### src/rtl/vga_pkg.sv
// Shared VGA timing constants, sprite-update FSM encoding and wall-hit bit positions.
package vga_pkg;
    localparam int H_ACTIVE = 640;
    localparam int V_ACTIVE = 480;

    typedef enum logic [1:0] {
        WAIT_VB = 2'd0,
        CALC    = 2'd1,
        CLAMP   = 2'd2,
        COMMIT  = 2'd3
    } state_t;

    // Bit positions inside hit = {top, bottom, right, left}
    localparam int HIT_LEFT   = 0;
    localparam int HIT_RIGHT  = 1;
    localparam int HIT_BOTTOM = 2;
    localparam int HIT_TOP    = 3;
endpackage

### src/rtl/axis_clamp.sv
// Clamps one signed 12-bit candidate coordinate into [LO, HI] and flags which bound was hit.
module axis_clamp #(
    parameter int LO = 0,
    parameter int HI = 639
) (
    input  logic signed [11:0] pos_in,
    output logic        [9:0]  pos_out,
    output logic               lo_hit,
    output logic               hi_hit
);
    localparam logic signed [11:0] LO_S = 12'(LO);
    localparam logic signed [11:0] HI_S = 12'(HI);

    // Signed compare, so any negative candidate lands on the low bound.
    always_comb begin
        pos_out = pos_in[9:0];
        lo_hit  = 1'b0;
        hi_hit  = 1'b0;
        if (pos_in < LO_S) begin
            pos_out = LO_S[9:0];
            lo_hit  = 1'b1;
        end else if (pos_in > HI_S) begin
            pos_out = HI_S[9:0];
            hi_hit  = 1'b1;
        end
    end
endmodule

### src/rtl/sprite_motion_ctrl.sv
// Integrates tilt into the 16x16 sprite box once per frame at vblank start, clamps it to the
// playfield, and counts debounced wall contacts.
module sprite_motion_ctrl
    import vga_pkg::*;
#(
    parameter int X_MIN      = 55,
    parameter int X_MAX      = 560,
    parameter int Y_MIN      = 0,
    parameter int Y_MAX      = 479,
    parameter int SPRITE_W   = 16,
    parameter int SPRITE_H   = 16,
    parameter int X_INIT     = 311,
    parameter int Y_INIT     = 231,
    parameter int TILT_SHIFT = 4,
    parameter int DEBOUNCE   = 4
) (
    input  logic              clock,
    input  logic              reset_n,
    input  logic signed [9:0] tilt_x,
    input  logic signed [9:0] tilt_y,
    input  logic              tilt_valid,
    output logic              tilt_ready,
    input  logic        [9:0] col,
    input  logic        [9:0] row,
    output logic        [9:0] pixel_x1,
    output logic        [9:0] pixel_x2,
    output logic        [9:0] pixel_y1,
    output logic        [9:0] pixel_y2,
    output logic        [3:0] hit,
    output logic        [9:0] count
);
    localparam int              DEB_W    = $clog2(DEBOUNCE + 1);
    localparam logic [DEB_W-1:0] DEB_FULL = DEB_W'(DEBOUNCE);
    localparam logic [9:0]      VB_ROW   = 10'(Y_MAX + 1);

    state_t              state_q, state_nxt;
    logic                vb_tick;
    logic signed [9:0]   tilt_x_q, tilt_y_q;
    logic signed [11:0]  nx_p0, ny_p0;
    logic        [9:0]   x_cl, y_cl;
    logic                x_lo, x_hi, y_lo, y_hi;
    logic        [9:0]   x_p1, y_p1;
    logic        [3:0]   hit_p1;
    logic        [9:0]   x1_q, y1_q, count_q;
    logic        [3:0]   hit_q;
    logic [DEB_W-1:0]    deb_q;

    // Screen coordinates are unsigned, so the position is zero-extended; only tilt is sign-extended.
    function automatic logic signed [11:0] step(input logic [9:0] pos, input logic signed [9:0] tilt);
        logic signed [11:0] vel;
        vel = $signed({{2{tilt[9]}}, tilt}) >>> TILT_SHIFT;
        return $signed({2'b00, pos}) + vel;
    endfunction

    function automatic logic [9:0] sat_inc_count(input logic [9:0] v);
        return (v == 10'h3FF) ? v : v + 10'd1;
    endfunction

    function automatic logic [DEB_W-1:0] sat_inc_deb(input logic [DEB_W-1:0] v);
        return (v == DEB_FULL) ? v : v + 1'b1;
    endfunction

    always_ff @(posedge clock or negedge reset_n) begin
        if (!reset_n) begin
            state_q <= WAIT_VB;
            vb_tick <= 1'b0;
        end else begin
            state_q <= state_nxt;
            vb_tick <= (row == VB_ROW) && (col == 10'd0);
        end
    end

    always_comb begin
        state_nxt  = state_q;
        tilt_ready = 1'b0;
        case (state_q)
            WAIT_VB: begin
                tilt_ready = 1'b1;
                if (vb_tick) state_nxt = CALC;
            end
            CALC:    state_nxt = CLAMP;
            CLAMP:   state_nxt = COMMIT;
            COMMIT:  state_nxt = WAIT_VB;
            default: state_nxt = WAIT_VB;
        endcase
    end

    // Single-entry latch: a newer sample simply overwrites the older one.
    always_ff @(posedge clock or negedge reset_n) begin
        if (!reset_n) begin
            tilt_x_q <= '0;
            tilt_y_q <= '0;
        end else if (tilt_valid && tilt_ready) begin
            tilt_x_q <= tilt_x;
            tilt_y_q <= tilt_y;
        end
    end

    axis_clamp #(.LO(X_MIN), .HI(X_MAX - SPRITE_W + 1)) u_clamp_x (
        .pos_in (nx_p0),
        .pos_out(x_cl),
        .lo_hit (x_lo),
        .hi_hit (x_hi)
    );

    axis_clamp #(.LO(Y_MIN), .HI(Y_MAX - SPRITE_H + 1)) u_clamp_y (
        .pos_in (ny_p0),
        .pos_out(y_cl),
        .lo_hit (y_lo),
        .hi_hit (y_hi)
    );

    always_ff @(posedge clock or negedge reset_n) begin
        if (!reset_n) begin
            nx_p0  <= '0;
            ny_p0  <= '0;
            x_p1   <= '0;
            y_p1   <= '0;
            hit_p1 <= '0;
        end else begin
            // p0: unclamped candidate position
            if (state_q == CALC) begin
                nx_p0 <= step(x1_q, tilt_x_q);
                ny_p0 <= step(y1_q, tilt_y_q);
            end
            // p1: clamped position and wall flags
            if (state_q == CLAMP) begin
                x_p1               <= x_cl;
                y_p1               <= y_cl;
                hit_p1[HIT_LEFT]   <= x_lo;
                hit_p1[HIT_RIGHT]  <= x_hi;
                hit_p1[HIT_BOTTOM] <= y_hi;
                hit_p1[HIT_TOP]    <= y_lo;
            end
        end
    end

    // Commit: visible outputs and contact bookkeeping move together, once per frame.
    always_ff @(posedge clock or negedge reset_n) begin
        if (!reset_n) begin
            x1_q    <= 10'(X_INIT);
            y1_q    <= 10'(Y_INIT);
            hit_q   <= '0;
            count_q <= '0;
            deb_q   <= DEB_FULL;
        end else if (state_q == COMMIT) begin
            x1_q  <= x_p1;
            y1_q  <= y_p1;
            hit_q <= hit_p1;
            if (|hit_p1) begin
                if (deb_q == DEB_FULL) count_q <= sat_inc_count(count_q);
                deb_q <= '0;
            end else begin
                deb_q <= sat_inc_deb(deb_q);
            end
        end
    end

    assign pixel_x1 = x1_q;
    assign pixel_y1 = y1_q;
    assign pixel_x2 = x1_q + 10'(SPRITE_W - 1);
    assign pixel_y2 = y1_q + 10'(SPRITE_H - 1);
    assign hit      = hit_q;
    assign count    = count_q;
endmodule

### config.mk
export PLATFORM = sky130hd
export DESIGN_NAME = sprite_motion_ctrl
export DESIGN_NICKNAME = d
export VERILOG_FILES = /design/src/rtl/vga_pkg.sv /design/src/rtl/axis_clamp.sv /design/src/rtl/sprite_motion_ctrl.sv
export SDC_FILE = /design/constraint.sdc
export NUM_CORES = 1
export LEC_CHECK = 0
export CAP_MARGIN = 20
export CORE_MARGIN = 3
export CORE_UTILIZATION = 58
export DETAILED_ROUTE_END_ITERATION = 7
export PLACE_DENSITY = 0.87
export SKIP_LAST_GASP = 1
export SLEW_MARGIN = 25
export SYNTH_ARGS = -nofsm -noshare
export SYNTH_HDL_FRONTEND = slang
export SYNTH_SLANG_ARGS = --single-unit
### constraint.sdc
create_clock -name clock -period 4.37 [get_ports clock]
set_input_delay 0.874 -clock clock [delete_from_list [all_inputs] [get_ports clock]]
set_output_delay 0.874 -clock clock [all_outputs]
set_load 0.05 [all_outputs]
==> metrics, run 1 <==
ys flop type dfrtp_1; initial core utilization 0.603; via count 4,689; fmax 283 MHz; final core occ 0.733; worst-path fanout max 6; FF+latch count, synth 100; layout overhead on the synthesized area 21.4%; largest net degree at the start of global routing 77; PostCTS Resize Cnt 0; Syn Inst Count 536; final net count 694; mean number of vias per cell 6.24; Worst EP arrival 2.65 ns; routability-driven placement congestion ratio 0.910; Post-Route WL 13.2 mm; synth unique cells 62; final hold violation count 0; Ys Warns 0; Gate power share 0.076; Pint 1.30 mW; peak supply drop 0.000178 V; CORE AREA 0.00933 mm^2; Num CTS Buffers 9; chip height 105 um; post-route ant nets 0; Die Width 105 um; register share of total power 0.557; Clock Path Buffers 2; H-tree depth 3; Sw Share 0.237; GRT Util Overall 0.249; initial antenna violation count 0; PD cells 250 mW/mm^2; Mapped Nets 612; post-detail-place hpwl 9.64 mm; die area 0.0109 mm^2; number of instances in the placed design 736; DRC violations left 0; status complete, no violations; Tmin final 3.53 ns; unrepaired setup endpoints after global routing false; Worst-path clk slew 0.09 ns; Pre-antenna DRT Iters 5; Mean Syn Cell Area 10.5 um^2; period utilization 0.807; Critical Path RT 3.50 ns; Hold WC Path Type flip-flop to flip-flop; setup TNS 0 ns; CTS tree yes; Worst Skew 0.0131 ns; Post-synth EDFFs 0; Fin Hold WS 0.482 ns; share of layout cells above drive strength 1 0.128; relative slew slack 0.385; Setup crit end kind primary output; IO Pins 98; Buffers on Ports 89; Slew @ Worst Pin 0.923 ns; Post-CTS Setup Bufs 0; Synth Cell Area 0.00563 mm^2; power share of the clock group 0.366; Synth async-reset ratio 1.00; post-synthesis sequential area ratio 0.448; GRT Residual Overflow 0; Worst-Skew Late Latency 0.37 ns; Ant. Diodes 0; Max-cap violations 0; crit-path cells o41ai_1 > nor2_1 > nand3_1 > xnor2_1 > clkdlybuf4s50_1; slowest cell on the critical path clkdlybuf4s50_1; first-pass GRT wire length 22.5 mm; CTS sink cnt 100; Leak Pwr 3.04 nW; hold buffer count at cts 0; setup violators final 0; clk root buf clkbuf_8; critical path class flip-flop to primary output; NetSw 0.404 mW; Max Slew Vio Count 0; drt wl/cell 17.6 um; overall power 1.70 mW; Non-Filler Instances 752; drt first-iter violations 273; delay of the slowest cell on the worst path 0.82 ns; row count 35; vias in the first global route 4,656; CP Launch Type flip-flop
==> final cells by class <==
| class | count | area, um^2 |
|---|---|---|
| Sequential cell | 100 | 2520 |
| Clock buffer | 12 | 155 |
| Tap cell | 129 | 161 |
| Inverter | 30 | 113 |
| Multi-Input combinational cell | 385 | 2920 |
| Fill cell | 651 | 2490 |
| Clock inverter | 4 | 56.3 |
| Timing Repair Buffer | 92 | 911 |
==> cells in the mapped netlist, types with 3 or more instances <==
cell | count | area [um^2]
dfrtp_1 | 87 | 2180
mux2_2 | 38 | 428
o21ai_0 | 33 | 165
ha_1 | 31 | 388
inv_1 | 29 | 109
nand2_1 | 27 | 101
nor2_1 | 27 | 101
a21oi_1 | 23 | 115
nand3_1 | 22 | 110
xnor2_1 | 21 | 184
clkbuf_1 | 20 | 75.1
a21o_1 | 13 | 97.6
dfstp_2 | 13 | 342
nand4_1 | 13 | 81.3
xor2_1 | 12 | 105
and3_1 | 8 | 50.1
o211ai_1 | 8 | 60.1
nor4_1 | 7 | 43.8
a211oi_1 | 5 | 37.5
a32o_1 | 5 | 50.1
nand3b_1 | 5 | 37.5
nor2b_1 | 5 | 31.3
nor3_1 | 5 | 25.0
o2111ai_1 | 5 | 43.8
a22oi_1 | 4 | 30.0
a311o_1 | 4 | 40.0
nand2b_1 | 4 | 25.0
o32ai_1 | 4 | 35.0
or3_1 | 4 | 25.0
a2111oi_0 | 3 | 26.3
a31o_2 | 3 | 26.3
and4b_1 | 3 | 30.0
mux2i_1 | 3 | 30.0
nor3b_1 | 3 | 22.5
==> state kept, by name (all words and copies together) (netlist names), 6 cells and up <==
| signal | cells |
|---|---|
| tilt_x_q | 6 |
| tilt_y_q | 6 |
| count | 10 |
| y_p1 | 10 |
| pixel_y1 | 10 |
| nx_p0 | 12 |
| x_p1 | 10 |
| pixel_x1 | 10 |
| ny_p0 | 12 |
==> kinds of logic (layout without fill, tap and decap cells) <==
kind of cell	after synthesis	after routing	share of synthesized area
adders and majority gates	33	33	0.0760
DFF	100	100	0.448
and+or+nand+nor	146	146	0.143
muxes	41	41	0.0814
xor gates and xnor gates	33	33	0.0514
AOI/OAI and AO/OA	132	132	0.167
buffers and inverters	51	138	0.0340
==> critical path, delay by kind of cell (launching register included) <==
kind            cells  cell delay (ns)
simple gates        2             0.29
compound gates      1             0.57
xor+xnor            1             0.12
flops               1             0.49
buf+inv             1             0.82
==> power by group through the flow <==
stage	logic [mW]	registers [mW]	clock network, mW
after floorplan	0.0669	0.963	0
after global placement	0.123	0.967	0
after detailed placement	0.129	0.968	0
after CTS	0.130	0.950	0.633
after global routing	0.144	0.952	0.669
final	0.130	0.950	0.625
==> through the flow <==
| stage | setup WS (ns) | area, um^2 |
|---|---|---|
| 3_5_place_dp | 1.22 | 6620 |
| 6_report | 0.842 | 6830 |
| 5_1_grt | 0.669 | 6830 |
| 4_1_cts | 0.806 | 6830 |
| 3_3_place_gp | 1.25 | 6620 |
| 2_1_floorplan | 1.00 | 5630 |
==> per-layer routing <==
| metal | vias up | global-route usage | part of all wire |
|---|---|---|---|
| met4 | 0 | 0.0959 | 0.020 |
| li1 | 2169 | - | - |
| met2 | 177 | 0.403 | 0.47 |
| met3 | 29 | 0.0416 | 0.065 |
| met1 | 2314 | 0.338 | 0.44 |
| met5 | - | 0 | 0 |
==> layout by cell type (no fill, tap or decap), types with 7 or more instances in the layout <==
cell type / count
a21o_1: 13
a21oi_1: 23
and3_1: 8
clkbuf_8: 11
clkdlybuf4s50_1: 88
dfrtp_1: 87
dfstp_2: 13
ha_1: 31
inv_1: 29
mux2_2: 38
nand2_1: 27
nand3_1: 22
nand4_1: 13
nor2_1: 27
nor4_1: 7
o211ai_1: 8
o21ai_0: 33
xnor2_1: 21
xor2_1: 12
==> final timing paths <==
kind | from | to | slack [ns] | depth (start not counted)
setup / recovery | pixel_x1[3] | pixel_x2[9] | 0.84 | 5
max in group asynchronous | reset_n | pixel_x1[8] | 2.81 | 2
hold / removal | vb_tick | state_q[1] | 0.48 | 1
min in group asynchronous | reset_n | count[4] | 0.63 | 1
hold reg to reg | vb_tick | state_q[1] | 0.48 | 1
setup reg to reg | state_q[0] | x_p1[5] | 1.81 | 6
Note: power is estimated with default switching activity, not from simulation.
==> run 2, diff against run 1 <==
Settings changed: CORE_UTILIZATION 58 to 54, PLACE_DENSITY 0.87 to 0.81.
Clock period 4.37 ns to 3.4 ns, I/O delays scaled along.
==> metrics, run 2 (synthesized netlist as in run 1, its figures left out) <==
clk root buf clkbuf_8 (unchanged); hold buffer count at cts 0 (unchanged); CP Launch Type flip-flop (unchanged); most frequent cells in the layout 87 x dfrtp_1, 85 x clkdlybuf4s50_1, 38 x mux2_2 (was 88 x clkdlybuf4s50_1, 87 x dfrtp_1, 38 x mux2_2); GRT Util Overall 0.245 (was 0.249); period utilization 0.972; Fin Hold WS 0.298 ns (was 0.482 ns); Final Worst Setup Slack 0.0964 ns (was 0.842 ns); via count 4,675 (was 4,689); Hold WC Path Type input port to async pin (was flip-flop to flip-flop); Max Slew Vio Count 0 (unchanged); Max-cap violations 0 (unchanged); CTS tree yes (unchanged); drt wl/cell 18.1 um (was 17.6 um); final core occ 0.689 (was 0.733); PD cells 314 mW/mm^2 (was 250 mW/mm^2); first-pass GRT wire length 22.6 mm (was 22.5 mm); Clock Path Buffers 2 (unchanged); Post-CTS Setup Bufs 0 (unchanged); initial core utilization 0.565 (was 0.603); Post-Route WL 13.7 mm (was 13.2 mm); chip height 108 um (was 105 um); CORE AREA 0.00995 mm^2 (was 0.00933 mm^2); share of layout cells above drive strength 1 0.134 (was 0.128); IO Pins 98 (unchanged); GRT Residual Overflow 0 (unchanged); initial antenna violation count 0 (unchanged); row count 36 (was 35); PostCTS Resize Cnt 0 (unchanged); setup TNS 0 ns (unchanged); post-detail-place hpwl 10.0 mm (was 9.64 mm); DRC violations left 0 (unchanged); Worst EP arrival 2.62 ns (was 2.65 ns); post-route ant nets 0 (unchanged); Tmin final 3.30 ns; unrepaired setup endpoints after global routing false (unchanged); vias in the first global route 4,548 (was 4,656); Buffers on Ports 89 (unchanged); Top Registers nx_p0 x12, ny_p0 x12 (unchanged); H-tree depth 3 (unchanged); mean number of vias per cell 6.17 (was 6.24); Leak Pwr 3.11 nW (was 3.04 nW); Die Width 108 um (was 105 um); worst-path fanout max 5 (was 6); routability-driven placement congestion ratio 0.881 (was 0.910); overall power 2.15 mW (was 1.70 mW); Num CTS Buffers 9 (unchanged); Ant. Diodes 0 (unchanged); Pre-antenna DRT Iters 5 (unchanged); critical path class flip-flop to primary output (unchanged); Slew @ Worst Pin 0.668 ns (was 0.923 ns); CTS sink cnt 100 (unchanged); largest net degree at the start of global routing 53 (was 77); most common cell after layout, fill and taps aside dfrtp_1 (was clkdlybuf4s50_1); status complete, no violations (unchanged); layout overhead on the synthesized area 21.8% (was 21.4%); final net count 696 (was 694); die area 0.0117 mm^2 (was 0.0109 mm^2); Worst-Skew Late Latency 0.39 ns (was 0.37 ns); Setup crit end kind primary output (unchanged); drt first-iter violations 371 (was 273); Worst Skew 0.0219 ns (was 0.0131 ns); peak supply drop 0.000192 V (was 0.000178 V); relative slew slack 0.555 (was 0.385); setup violators final 0 (unchanged); fmax 303 MHz; final hold violation count 0 (unchanged); Critical Path RT 2.72 ns (was 3.50 ns); Worst-path clk slew 0.12 ns (was 0.09 ns); pre-CTS WS 0.453 ns (was 1.22 ns)
## run 2: critical path, cell delays in order (launching register included)
cell             delay [ns]
dfstp_2                0.60
inv_1                  0.09
ha_1                   0.22
nor3b_2                0.19
nor2_1                 0.14
xor2_1                 0.17
clkdlybuf4s50_1        0.83
## run 2: final timing paths
kind                       cells past startpoint   startpoint  slack [ns]     endpoint
setup / recovery                               6  pixel_y1[0]         0.1  pixel_y2[8]
hold / removal                                 1      reset_n        0.30     count[9]
setup reg to reg                               5  pixel_y1[1]        1.09     ny_p0[7]
hold reg to reg                                1      vb_tick        0.47   state_q[1]
max in group asynchronous                      2      reset_n        2.34  pixel_y1[7]
min in group clock                             1      vb_tick        0.47   state_q[1]
## run 2: cell type report
| class | count | area, um^2 |
|---|---|---|
| Clock buffer | 10 | 138 |
| Clock inverter | 6 | 51.3 |
| Fill cell | 761 | 3100 |
| Inverter | 30 | 113 |
| Multi-Input combinational cell | 385 | 2920 |
| Sequential cell | 100 | 2520 |
| Tap cell | 133 | 166 |
| Timing Repair Buffer | 94 | 946 |
## run 2: routing by layer
metal	track usage	wire length, um	vias to the layer above
met5	0	0	-
met4	0.0676	204	0
met3	0.0394	795	19
met2	0.405	6560	189
met1	0.337	6180	2302
li1	-	-	2165
## run 2: through the flow
step / instance area, um^2 / std cells
finish: 6860 / 758
global route: 6860 / 758
CTS: 6840 / 758
detailed placement: 6650 / 742
global placement: 6650 / 742
floorplan: 5630 / 536
## run 2: power by group
part	leakage, nW	switching [mW]	internal, mW
Combinational	1.68	0.0874	0.0820
Clock	0.100	0.461	0.301
Sequential	1.32	0.0190	1.20
==> run 3, diff against run 2 <==
Settings changed: CORE_ASPECT_RATIO set to 0.6.
==> metrics, run 3 (synthesized netlist as in run 1, its figures left out) <==
CTS sink cnt 100 (unchanged); routability-driven placement congestion ratio 0.872 (was 0.881); setup violators final 0 (unchanged); Worst Reg-to-Reg Cells 5 (unchanged); overall power 2.43 mW (was 2.15 mW); mean number of vias per cell 6.16 (was 6.17); PD cells 347 mW/mm^2 (was 314 mW/mm^2); fmax 300 MHz (was 303 MHz); Die Width 138 um (was 108 um); Fillers 771 (was 761); Slew @ Worst Pin 0.761 ns (was 0.668 ns); relative slew slack 0.493 (was 0.555); Hold WC Path Type input port to async pin (unchanged); final core occ 0.698 (was 0.689); Clock Path Buffers 2 (unchanged); CTS tree yes (unchanged); Leak Pwr 3.13 nW (was 3.11 nW); DRC violations left 0 (unchanged); row count 28 (was 36); peak supply drop 0.000267 V (was 0.000192 V); initial antenna violation count 0 (unchanged); H-tree depth 3 (unchanged); via count 4,703 (was 4,675); Top Registers nx_p0 x12, ny_p0 x12 (unchanged); drt first-iter violations 368 (was 371); vias in the first global route 4,508 (was 4,548); worst-path fanout max 5 (unchanged); Worst-Skew Late Latency 0.35 ns (was 0.39 ns); Max Slew Vio Count 0 (unchanged); Pre-antenna DRT Iters 5 (unchanged); share of layout cells above drive strength 1 0.139 (was 0.134); Post-CTS Setup Bufs 0 (unchanged); Ant. Diodes 0 (unchanged); most frequent cells in the layout 87 x dfrtp_1, 87 x clkdlybuf4s50_1, 38 x mux2_2 (was 87 x dfrtp_1, 85 x clkdlybuf4s50_1, 38 x mux2_2); die area 0.0117 mm^2 (about the same); post-detail-place hpwl 10.6 mm (was 10.0 mm); Post-Route WL 14.0 mm (was 13.7 mm); period utilization 0.980 (was 0.972); setup TNS 0 ns (unchanged); hold buffer count at cts 0 (unchanged); post-route ant nets 0 (unchanged); Critical Path RT 2.72 ns (about the same); status complete, no violations (unchanged); critical path class flip-flop to primary output (unchanged); final hold violation count 0 (unchanged); Worst-path clk slew 0.07 ns (was 0.12 ns); clk root buf clkbuf_16 (was clkbuf_8); CP Launch Type flip-flop (unchanged); drt wl/cell 18.4 um (was 18.1 um); Setup crit end kind primary output (unchanged); IO Pins 98 (unchanged); initial core utilization 0.562 (was 0.565); Worst Skew 0.0111 ns (was 0.0219 ns); Buffers on Ports 89 (unchanged); GRT Residual Overflow 0 (unchanged); GRT Util Overall 0.248 (was 0.245); Max-cap violations 0 (unchanged); Worst EP arrival 2.65 ns (was 2.62 ns); chip height 85.1 um (was 108 um); unrepaired setup endpoints after global routing false (unchanged); Num CTS Buffers 9 (unchanged); first-pass GRT wire length 23.0 mm (was 22.6 mm); layout overhead on the synthesized area 24.3% (was 21.8%); CORE AREA 0.0100 mm^2 (was 0.00995 mm^2); final net count 699 (was 696); Tmin final 3.33 ns (was 3.30 ns); largest net degree at the start of global routing 62 (was 53)
[run 3: cell count changes in the layout (fill, tap and decap cells not counted), sizes merged]
cell           delta
clkdlybuf4s50     +2
clkbuf            -1
dlymetal6s2s      -2
clkinv            +2
inv               -2
clkinvlp          +1
buf               +3
[run 3: what timing repair did]
item,4_1_cts,5_1_grt
resized for setup,0,2
endpoints found under the hold margin,0,0
setup endpoints to repair,0,2
[run 3: power breakdown]
group | internal (mW) | leakage (nW) | switching [mW]
combinational | 0.0821 | 1.67 | 0.0917
clock | 0.523 | 0.146 | 0.508
sequential | 1.20 | 1.32 | 0.0168
total | 1.81 | 3.13 | 0.617
[run 3: area by class of cell]
| type | count | area, um^2 | area share |
|---|---|---|---|
| Clock buffer | 9 | 225 | 0.0322 |
| Clock inverter | 7 | 80.1 | 0.0114 |
| Inverter | 30 | 113 | 0.0161 |
| Multi-Input combinational cell | 385 | 2930 | 0.418 |
| Sequential cell | 100 | 2520 | 0.360 |
| Tap cell | 135 | 169 | 0.0242 |
| Timing Repair Buffer | 97 | 963 | 0.138 |
[run 3: path summary, 6_finish.rpt]
| path | start | endpoint | slack [ns] |
|---|---|---|---|
| setup / recovery | pixel_y1[0] | pixel_y2[6] | 0.07 |
| hold / removal | reset_n | pixel_y1[3] | 0.39 |
| setup reg to reg | pixel_y1[1] | ny_p0[7] | 0.91 |
| hold reg to reg | vb_tick | state_q[1] | 0.47 |
| max in group asynchronous | reset_n | deb_q[2] | 2.20 |
| min in group clock | vb_tick | state_q[1] | 0.47 |
[run 3: critical path: stages, from the launching register on]
cell             delay, ns
dfstp_2               0.59
inv_1                 0.09
ha_1                  0.23
nor3b_1               0.14
buf_4                 0.16
nor2_1                0.12
xor2_1                0.15
clkdlybuf4s50_1       0.81
[run 3: metal layers]
layer	track usage	up-vias	wire length, um
li1	-	2171	-
met1	0.384	2308	6710
met2	0.358	205	5920
met3	0.0622	19	1220
met4	0.0448	0	182
met5	0	-	0
[run 3: through the flow]
stage	cells	hold slack (ns)	area (um^2)	worst slack, ns
6_report	763	0.393	6990	0.0687
3_3_place_gp	747	0.447	6680	0.477
3_5_place_dp	747	0.458	6680	0.408
5_1_grt	763	0.450	6990	0.000239
4_1_cts	763	0.420	6980	0.0233
2_1_floorplan	536	0.384	5630	0.227
